`src/rtl/spi_master_pkg.sv`:
```
// Register map, control/status bit positions and controller states shared by the SPI master.
package spi_master_pkg;

  localparam logic [1:0] REG_DATA = 2'd0;
  localparam logic [1:0] REG_CTRL = 2'd1;
  localparam logic [1:0] REG_DIV  = 2'd2;
  localparam logic [1:0] REG_SEL  = 2'd3;

  localparam int CTRL_CPOL  = 0;
  localparam int CTRL_CPHA  = 1;
  localparam int CTRL_IRQEN = 2;
  localparam int CTRL_LSBF  = 3;

  localparam int STAT_OVR  = 5;
  localparam int STAT_DONE = 6;
  localparam int STAT_BUSY = 7;

  typedef enum logic [1:0] {
    IDLE,
    SHIFT,
    FINISH
  } spiState_e;

endpackage

```
`src/rtl/spi_clkdiv.sv`:
```
// Half-period timer for SCLK: one-cycle tick every divVal+1 cycles while running.
module spi_clkdiv #(
  parameter int DIVW = 8
) (
  input  logic            clk,
  input  logic            rstN,
  input  logic            restart,
  input  logic            run,
  input  logic [DIVW-1:0] divVal,
  output logic            tick
);

  logic [DIVW-1:0] countReg;

  assign tick = run && (countReg == '0);

  always_ff @(posedge clk or negedge rstN) begin
    if (!rstN) begin
      countReg <= '0;
    end else if (restart) begin
      countReg <= divVal;
    end else if (run) begin
      countReg <= (countReg == '0) ? divVal : countReg - 1'b1;
    end
  end

endmodule

```
`src/rtl/spi_master.sv`:
```
// Byte-wide SPI master with four-register bus window, programmable SCLK divider,
// all CPOL/CPHA modes, bit-order select, chip selects and done/overrun status.
module spi_master
  import spi_master_pkg::*;
#(
  parameter int NCS     = 2,
  parameter int DIVW    = 8,
  parameter int RST_DIV = 23
) (
  input  logic           MHZ48,
  input  logic           nRES,
  input  logic           WE,
  input  logic           RE,
  input  logic [1:0]     ADDR,
  input  logic [7:0]     DIN,
  output logic [7:0]     DOUT,
  output logic           SCLK,
  output logic           MOSI,
  input  logic           MISO,
  output logic [NCS-1:0] nSS,
  output logic           nIRQ
);

  spiState_e       stateReg, stateNext;
  logic [3:0]      ctrlReg;
  logic [DIVW-1:0] divReg;
  logic [NCS-1:0]  selReg;
  logic [7:0]      rxReg, rxShift, txShift, status;
  logic [4:0]      toggleCnt;
  logic            busyReg, doneReg, ovrReg, sclkReg, mosiReg;
  logic            tick, startXfer, lsbf, cpha, leading, lastToggle, sampleEdge, driveEdge;

  assign lsbf       = ctrlReg[CTRL_LSBF];
  assign cpha       = ctrlReg[CTRL_CPHA];
  assign startXfer  = WE && (ADDR == REG_DATA) && !busyReg;
  // Even toggle count before the edge means SCLK is still at CPOL, so this edge leaves it.
  assign leading    = ~toggleCnt[0];
  assign lastToggle = (toggleCnt == 5'd15);
  assign sampleEdge = leading ^ cpha;
  assign driveEdge  = cpha ? leading : (!leading && !lastToggle);

  spi_clkdiv #(.DIVW(DIVW)) clkDiv (
    .clk     (MHZ48),
    .rstN    (nRES),
    .restart (startXfer),
    .run     (stateReg == SHIFT),
    .divVal  (divReg),
    .tick    (tick)
  );

  always_ff @(posedge MHZ48 or negedge nRES) begin
    if (!nRES) begin
      stateReg <= IDLE;
    end else begin
      stateReg <= stateNext;
    end
  end

  always_comb begin
    stateNext = stateReg;
    case (stateReg)
      IDLE:    if (startXfer) stateNext = SHIFT;
      SHIFT:   if (tick && lastToggle) stateNext = FINISH;
      FINISH:  stateNext = IDLE;
      default: stateNext = IDLE;
    endcase
  end

  always_ff @(posedge MHZ48 or negedge nRES) begin
    if (!nRES) begin
      ctrlReg   <= '0;
      divReg    <= DIVW'(RST_DIV);
      selReg    <= '0;
      rxReg     <= '0;
      rxShift   <= '0;
      txShift   <= '0;
      toggleCnt <= '0;
      busyReg   <= 1'b0;
      doneReg   <= 1'b0;
      ovrReg    <= 1'b0;
      sclkReg   <= 1'b0;
      mosiReg   <= 1'b1;
    end else begin
      // Read-clears come first so that a coinciding set below takes priority.
      if (RE && ADDR == REG_DATA) doneReg <= 1'b0;
      if (RE && ADDR == REG_CTRL) ovrReg <= 1'b0;
      if (WE && busyReg) ovrReg <= 1'b1;

      if (WE && !busyReg) begin
        case (ADDR)
          REG_DATA: begin
            busyReg   <= 1'b1;
            doneReg   <= 1'b0;
            toggleCnt <= '0;
            rxShift   <= '0;
            if (!cpha) begin
              mosiReg <= lsbf ? DIN[0] : DIN[7];
              txShift <= lsbf ? (DIN >> 1) : (DIN << 1);
            end else begin
              txShift <= DIN;
            end
          end
          REG_CTRL: begin
            ctrlReg <= DIN[3:0];
            sclkReg <= DIN[CTRL_CPOL];
          end
          REG_DIV: divReg <= DIVW'(DIN);
          default: selReg <= NCS'(DIN);
        endcase
      end

      if (stateReg == SHIFT && tick) begin
        sclkReg   <= ~sclkReg;
        toggleCnt <= toggleCnt + 5'd1;
        if (sampleEdge) begin
          rxShift <= lsbf ? {MISO, rxShift[7:1]} : {rxShift[6:0], MISO};
        end
        if (driveEdge) begin
          mosiReg <= lsbf ? txShift[0] : txShift[7];
          txShift <= lsbf ? (txShift >> 1) : (txShift << 1);
        end
      end

      if (stateReg == FINISH) begin
        rxReg   <= rxShift;
        doneReg <= 1'b1;
        busyReg <= 1'b0;
      end
    end
  end

  always_comb begin
    status            = 8'h00;
    status[STAT_BUSY] = busyReg;
    status[STAT_DONE] = doneReg;
    status[STAT_OVR]  = ovrReg;
    status[3:0]       = ctrlReg;
    DOUT              = 8'h00;
    case (ADDR)
      REG_DATA: DOUT = rxReg;
      REG_CTRL: DOUT = status;
      REG_DIV:  DOUT = 8'(divReg);
      default:  DOUT = 8'(selReg);
    endcase
  end

  assign SCLK = sclkReg;
  assign MOSI = mosiReg;
  assign nSS  = ~selReg;
  assign nIRQ = ~(doneReg & ctrlReg[CTRL_IRQEN]);

endmodule

```
`config.mk`:
```
export PLATFORM = sky130hd
export DESIGN_NAME = spi_master
export DESIGN_NICKNAME = d
export VERILOG_FILES = /design/src/rtl/spi_master_pkg.sv /design/src/rtl/spi_clkdiv.sv /design/src/rtl/spi_master.sv
export SDC_FILE = /design/constraint.sdc
export NUM_CORES = 1
export LEC_CHECK = 0
export ABC_CLOCK_PERIOD_IN_PS = 1900
export BUFFER_PORTS_ARGS = -buffer_cell sky130_fd_sc_hd__buf_2
export CAP_MARGIN = 20
export CORE_UTILIZATION = 54
export CTS_CLUSTER_DIAMETER = 30
export DETAILED_ROUTE_END_ITERATION = 8
export GPL_ROUTABILITY_DRIVEN = 1
export PLACE_DENSITY = 0.76
export SLEW_MARGIN = 10
export SYNTH_ARGS = -nofsm -noshare
export SYNTH_HDL_FRONTEND = slang
export SYNTH_SLANG_ARGS = --single-unit
```
`constraint.sdc`:
```
create_clock -name MHZ48 -period 1.9 [get_ports MHZ48]
set_input_delay 0.095 -clock MHZ48 [delete_from_list [all_inputs] [get_ports MHZ48]]
set_output_delay 0.095 -clock MHZ48 [all_outputs]
set_load 0.01 [all_outputs]
```
# After elaboration in Yosys (flattened, before gate mapping)
# Cells that the tools add are included.
[word_totals] register_bits=58 latchBits=0 mem_bits_rw=0 rom_bits=0 input_bits=15 out_inout_bits=13 wordCells=102 memories=0
[classes] add_sub_neg=2 n_mul=0 div=0 n_lt_le_gt_ge=0 n_eq_ne=7 n_shift=0 muxes=42 bitwise_logic=7 n_reduce_logical=30
[op_table] op="8-bit two-way mux" count=15
[op_table] op="8-bit one-hot mux with 3 select lines" count=1
[op_table] op="1-bit two-way mux" count=20
[op_table] op="5-bit two-way mux" count=3
[op_table] op="2-bit AND reduction" count=7
[op_table] op="2-bit nonzero test" count=7
[op_table] op="1-bit logical AND" count=10
[op_table] op="8-bit logical NOT" count=1
[op_table] op="8-bit by 1-bit subtractor with 8-bit output (second input constant)" count=1
[op_table] op="5-bit by 1-bit adder with 5-bit output (second input constant)" count=1
[op_table] op="5-bit by 4-bit == test with 1-bit output (second input constant)" count=1
[op_table] op="2-bit by 1-bit == test with 1-bit output (second input constant)" count=2
[op_table] op="2-bit == test (second input constant)" count=2
[op_table] op="2-bit logical NOT" count=2
[op_table] op="2-bit two-way mux" count=2
[op_table] op="1-bit inverter" count=4
[op_table] op="2-bit one-hot mux with 2 select lines" count=1
[op_table] op="3-bit OR reduction" count=1
[op_table] op="1-bit logical NOT" count=2
[op_table] op="2-bit by 1-bit inequality test with 1-bit output (second input constant)" count=1
[op_table] op="2-bit inequality test (second input constant)" count=1
[op_table] op="2-bit inverter" count=1
[op_table] op="1-bit bitwise AND" count=1
[op_table] op="1-bit XOR" count=1

# Logic depth before layout (Yosys ltp)
[depth] depth_word=6 ltp_mapped=7 mapped_depth_nobuf=6

# Modules after synthesis
# From an unflattened synthesis, not the netlist that was laid out.
[hier_totals] cells_unflattened=301 area_unflattened_um2=3280.6
[modules_own_cells] module="spi_master" instances=1 cells_per_inst=242 area_each_um2=2727.6 seq_area_each_um2=1257.5
[modules_own_cells] module="spi_clkdiv" instances=1 cells_per_inst=59 area_each_um2=553.0 seq_area_each_um2=200.2

# Worst setup path after synthesis
# No wires, ideal clock.
[synth_path] path_type="register to register" start="register clkDiv.countReg[0]" end="register clkDiv.countReg[0]" setup_ns=0.126 arrival_time_ns=1.626 t_required_ns=1.774 setup_slack_ns=0.148 path_stages_with_launch=7 n_path_buf=0 synth_period_minus_slack_ns=1.752 path_cell_list="dfrtp_1 inv_1 ha_1 or4b_4 nor2_1 nor4_1 a311o_1"
[synth_between] elab_chain_len=4 elab_cells_between_ends=5 cone_classes="1 x add/sub; 3 x mux; 1 x reduce/logical"
[synth_rtl] item="start, declared" line_no="spi_clkdiv.sv:13" source="logic [DIVW-1:0] countReg;"
[synth_rtl] item="start signal, assigned" line_no="spi_clkdiv.sv:21" source="countReg <= divVal;"
[synth_rtl] item="start signal, assigned" line_no="spi_clkdiv.sv:23" source="countReg <= (countReg == '0) ? divVal : countReg - 1'b1;"
[synth_rtl] item="8-bit by 1-bit subtractor with 8-bit output / 8-bit logical NOT (equally long branches)" line_no="spi_clkdiv.sv:23"
[synth_rtl] item="8-bit two-way mux *" line_no="spi_clkdiv.sv:23"
[synth_rtl] item="8-bit two-way mux *" line_no="spi_clkdiv.sv:22" source="end else if (run) begin"
[synth_rtl] item="8-bit two-way mux *" line_no="spi_clkdiv.sv:20" source="end else if (restart) begin"
# Mark *: on every way between the ends. The rest lies on a longest branch, timed or not. The select of a mux whose other input is x is not followed.
# A chain may end at the register's enable or synchronous reset.

# Final worst setup path
[layout_path] start="register clkDiv.countReg[0]" end="register sclkReg (netlist: SCLK)"
[layout_between] elab_chain_len=5 elab_cells_between_ends=7 cone_classes="1 x mux; 6 x reduce/logical"
[layout_rtl] item="8-bit logical NOT *" line_no="spi_clkdiv.sv:15" source="assign tick = run && (countReg == '0);"
[layout_rtl] item="1-bit logical AND *" line_no="spi_clkdiv.sv:15"
[layout_rtl] item="1-bit logical AND *" line_no="spi_master.sv:112" source="if (stateReg == SHIFT && tick) begin"
[layout_rtl] item="2-bit nonzero test (no source line)"
[layout_rtl] item="2-bit AND reduction (no source line)"
[layout_rtl] item="end signal, assigned" line_no="spi_master.sv:105" source="sclkReg <= DIN[CTRL_CPOL];"
[layout_rtl] item="end signal, assigned" line_no="spi_master.sv:113" source="sclkReg <= ~sclkReg;"
[layout_rtl] item="end, declared" line_no="spi_master.sv:30" source="logic busyReg, doneReg, ovrReg, sclkReg, mosiReg;"
# Mark *: on every way between the ends. The rest lies on a longest branch, timed or not.

==> flow_summary.ini <==
[timing]
tightestPinTransition_ns = 0.5593
slew_violations = 0
fin_crit_sh = 0.9730
finalClockSkew_ns = 0.008338
fmax_mhz = 540.9
setup_violations = 0
final.setup.worst_slack_ns = 0.05130
max_slew_margin = 0.6272
finalHoldViolCount = 0
period_needed_ns = 1.849

[setup_path]
crit_family = simple AND/OR/NAND/NOR gates
crit_buf_inv = 2
arrival_ns = 2.13
cp.required_ns = 2.18
critPathMaxStageDelay_ns = 0.42
cp-end-kind = flip-flop
r2r_start = clkDiv.countReg[0]
reg2reg_to = SCLK
crit_fanout = 11
reg2reg_depth = 7
cp-start-kind = flip-flop
rrSetupSlack_ns = 0.05
path_class = flip-flop to flip-flop
cp_slowest_cell = dfrtp_1
crit_chain = inv_1 -> ha_2 -> nor4b_4 -> nand3_2 -> buf_4 -> or2_2 -> nand3_1

[floorplanning]
core_region_area_um2 = 5608
rows = 27
initial_utilization = 0.5674
design.die.area_um2 = 6203
dieHeight_um = 78.76
ios = 28
die_w_um = 78.76

[clock_network]
ctsHtreeMaxLevel = 3
cts.sinks = 58
clockRootBuffer = clkbuf_8
cts_buffers = 9
clkTransAtPathRegs_ns = 0.07
clk_path_buf_depth = 2
cts_tree = yes
clock_latency_ns = 0.34

[finish]
fin_nets = 364
drive_gt1_frac = 0.3314
area_growth_pct = 19.15
multi_input_area_um2 = 1675
final_common_cell = dfrtp_1
stdcell_count = 422
num_antenna_cells = 0
layout_common_cells = 53 x dfrtp_1, 43 x mux2i_1, 28 x o21ai_0, 27 x buf_2, 25 x nand2_1
fin_util = 0.6760
fill_cells = 433
regArea_um2 = 1458
stdcell_area_um2 = 3791

[min_path]
min_path_type = primary input to flip-flop
hold_end = divReg[6]
min_delay_path_depth = 2
hold_path.startpoint = DIN[6]

[yosys]
synth-edff-count = 0
ys_types = 52
syn_area_um2 = 3182
synth_nets = 317
ys_async_sr_fraction = 1.000
ys_ff_latch = 58
synthCells = 298
synth_flop_cell = dfrtp_1
synth_seq_area_share = 0.4581
yosys_warnings = 0
avgSynthCellArea_um2 = 10.68

[placement]
place_congestion = 0.8399
placed_area_um2 = 3522
hpwlAfterDp_mm = 5.165
portBuffers = 27
dp.cells = 404
pre_cts_slack_ns = -0.2735

[run]
cap_viol_max_count = 0

[power_and_ir_drop]
p_leak_uw = 0.001782
ir_drop_mv = 1.023
total_power_uw = 4592
powerDensity_nw_per_um2 = 1211

[drt]
wire_per_inst_um = 17.83
dr.pass1.iters = 4
drc_errors = 0
antenna_left = 0
vias = 2546
wirelength_mm = 7.525
vias_per_cell = 6.033
drtIter0Drc = 149

[global_route]
grt_pass1_vias = 2510
grt_max_degree = 51
track_usage = 0.2721
grt-ovfl-total = 0
grt_pass1_wl_mm = 12.47
antenna_found_initial = 0

[status]
status = completed
==> registers in the layout, indices dropped and copies added, names as in the netlist <==
register	count
selReg	2
rxReg	8
MOSI	1
doneReg	1
SCLK	1
ovrReg	1
stateReg	2
clkDiv.countReg	8
toggleCnt	5
busyReg	1
ctrlReg	4
txShift	8
rxShift	8
divReg	8
==> report_power, final <==
group / switching (uW) / internal [uW]
sequential: 331 / 1580
clock: 500 / 669
combinational: 774 / 740
==> worst max-delay path by stage <==
stage,start,cells after the start,slack [ns],to
after detailed placement,toggleCnt[0],6,-0.27,MOSI
after CTS,toggleCnt[0],6,0.01,MOSI
final,clkDiv.countReg[0],7,0.05,SCLK
after floorplan,clkDiv.countReg[0],6,0.15,clkDiv.countReg[0]
after global placement,toggleCnt[0],6,-0.16,txShift[2]
after global routing,clkDiv.countReg[0],6,-0.04,txShift[0]
==> cell usage after synthesis (2+ instances only) <==
| cell type | instances | area, um^2 |
|---|---|---|
| nand3_1 | 14 | 70.07 |
| nor4b_4 | 2 | 47.55 |
| o22ai_1 | 2 | 12.51 |
| nor3_1 | 4 | 20.02 |
| o21ai_0 | 28 | 140.1 |
| a21oi_1 | 6 | 30.03 |
| dfrtp_1 | 53 | 1326 |
| nor3b_1 | 2 | 15.01 |
| dfstp_2 | 5 | 131.4 |
| o211ai_1 | 2 | 15.01 |
| inv_1 | 7 | 26.28 |
| nor2b_1 | 5 | 31.28 |
| or2_2 | 3 | 18.77 |
| nand2_1 | 25 | 93.84 |
| ha_1 | 4 | 50.05 |
| mux2_2 | 22 | 247.7 |
| nand4_1 | 3 | 18.77 |
| a31oi_1 | 2 | 12.51 |
| mux4_2 | 2 | 45.04 |
| mux2i_1 | 43 | 430.4 |
| clkbuf_1 | 7 | 26.28 |
| nor2_1 | 14 | 52.55 |
| and3_1 | 3 | 18.77 |
| buf_2 | 8 | 40.04 |
| nor4_1 | 2 | 12.51 |
| o21bai_1 | 2 | 15.01 |
| nand2b_1 | 3 | 18.77 |
==> metal layers <==
| metal | vias up | GRT usage | wire [um] | part of all wire |
|---|---|---|---|---|
| met1 | 1288 | 0.3519 | 3285 | 0.44 |
| met3 | 10 | 0.07471 | 343 | 0.046 |
| li1 | 1181 | - | - | - |
| met5 | - | 0 | 0 | 0 |
| met2 | 67 | 0.4243 | 3784 | 0.50 |
| met4 | 0 | 0.1278 | 111 | 0.015 |
==> cell families after synthesis <==
kind of cell             synth area share
AND/OR/NAND/NOR                    0.1565
multiplexers                       0.2273
flip-flops                         0.4581
AO/OA/AOI/OAI                      0.1093
buffers and inverters             0.03028
adder cells (fa/ha/maj)           0.01573
XOR/XNOR                         0.002753
==> through the flow <==
stage / hold WS (ns) / setup TNS, ns
6_report: 0.04405 / 0
5_1_grt: 0.03146 / -0.1259
4_1_cts: 0.03690 / 0
3_5_place_dp: -0.02142 / -2.074
3_3_place_gp: -0.02409 / -1.375
2_1_floorplan: -0.2006 / 0
==> area by class of cell <==
cell class | count | share of cell area
multi-input combinational | 217 | 0.4419
tap | 72 | 0.02376
inverter | 7 | 0.006931
timing repair buffer | 52 | 0.08911
clock inverter | 5 | 0.01386
clock buffer | 11 | 0.03993
sequential | 58 | 0.3845
==> what timing repair did <==
action / CTS / global route
hold buffers: 1 / 0
endpoints found under the hold margin: 53 / 0
buffers inserted: 0 / 1
pin swaps: 0 / 0
setup endpoints to repair: 9 / 16
gates resized for setup: 2 / 8
No activity file was read; power rests on OpenSTA's default activity.
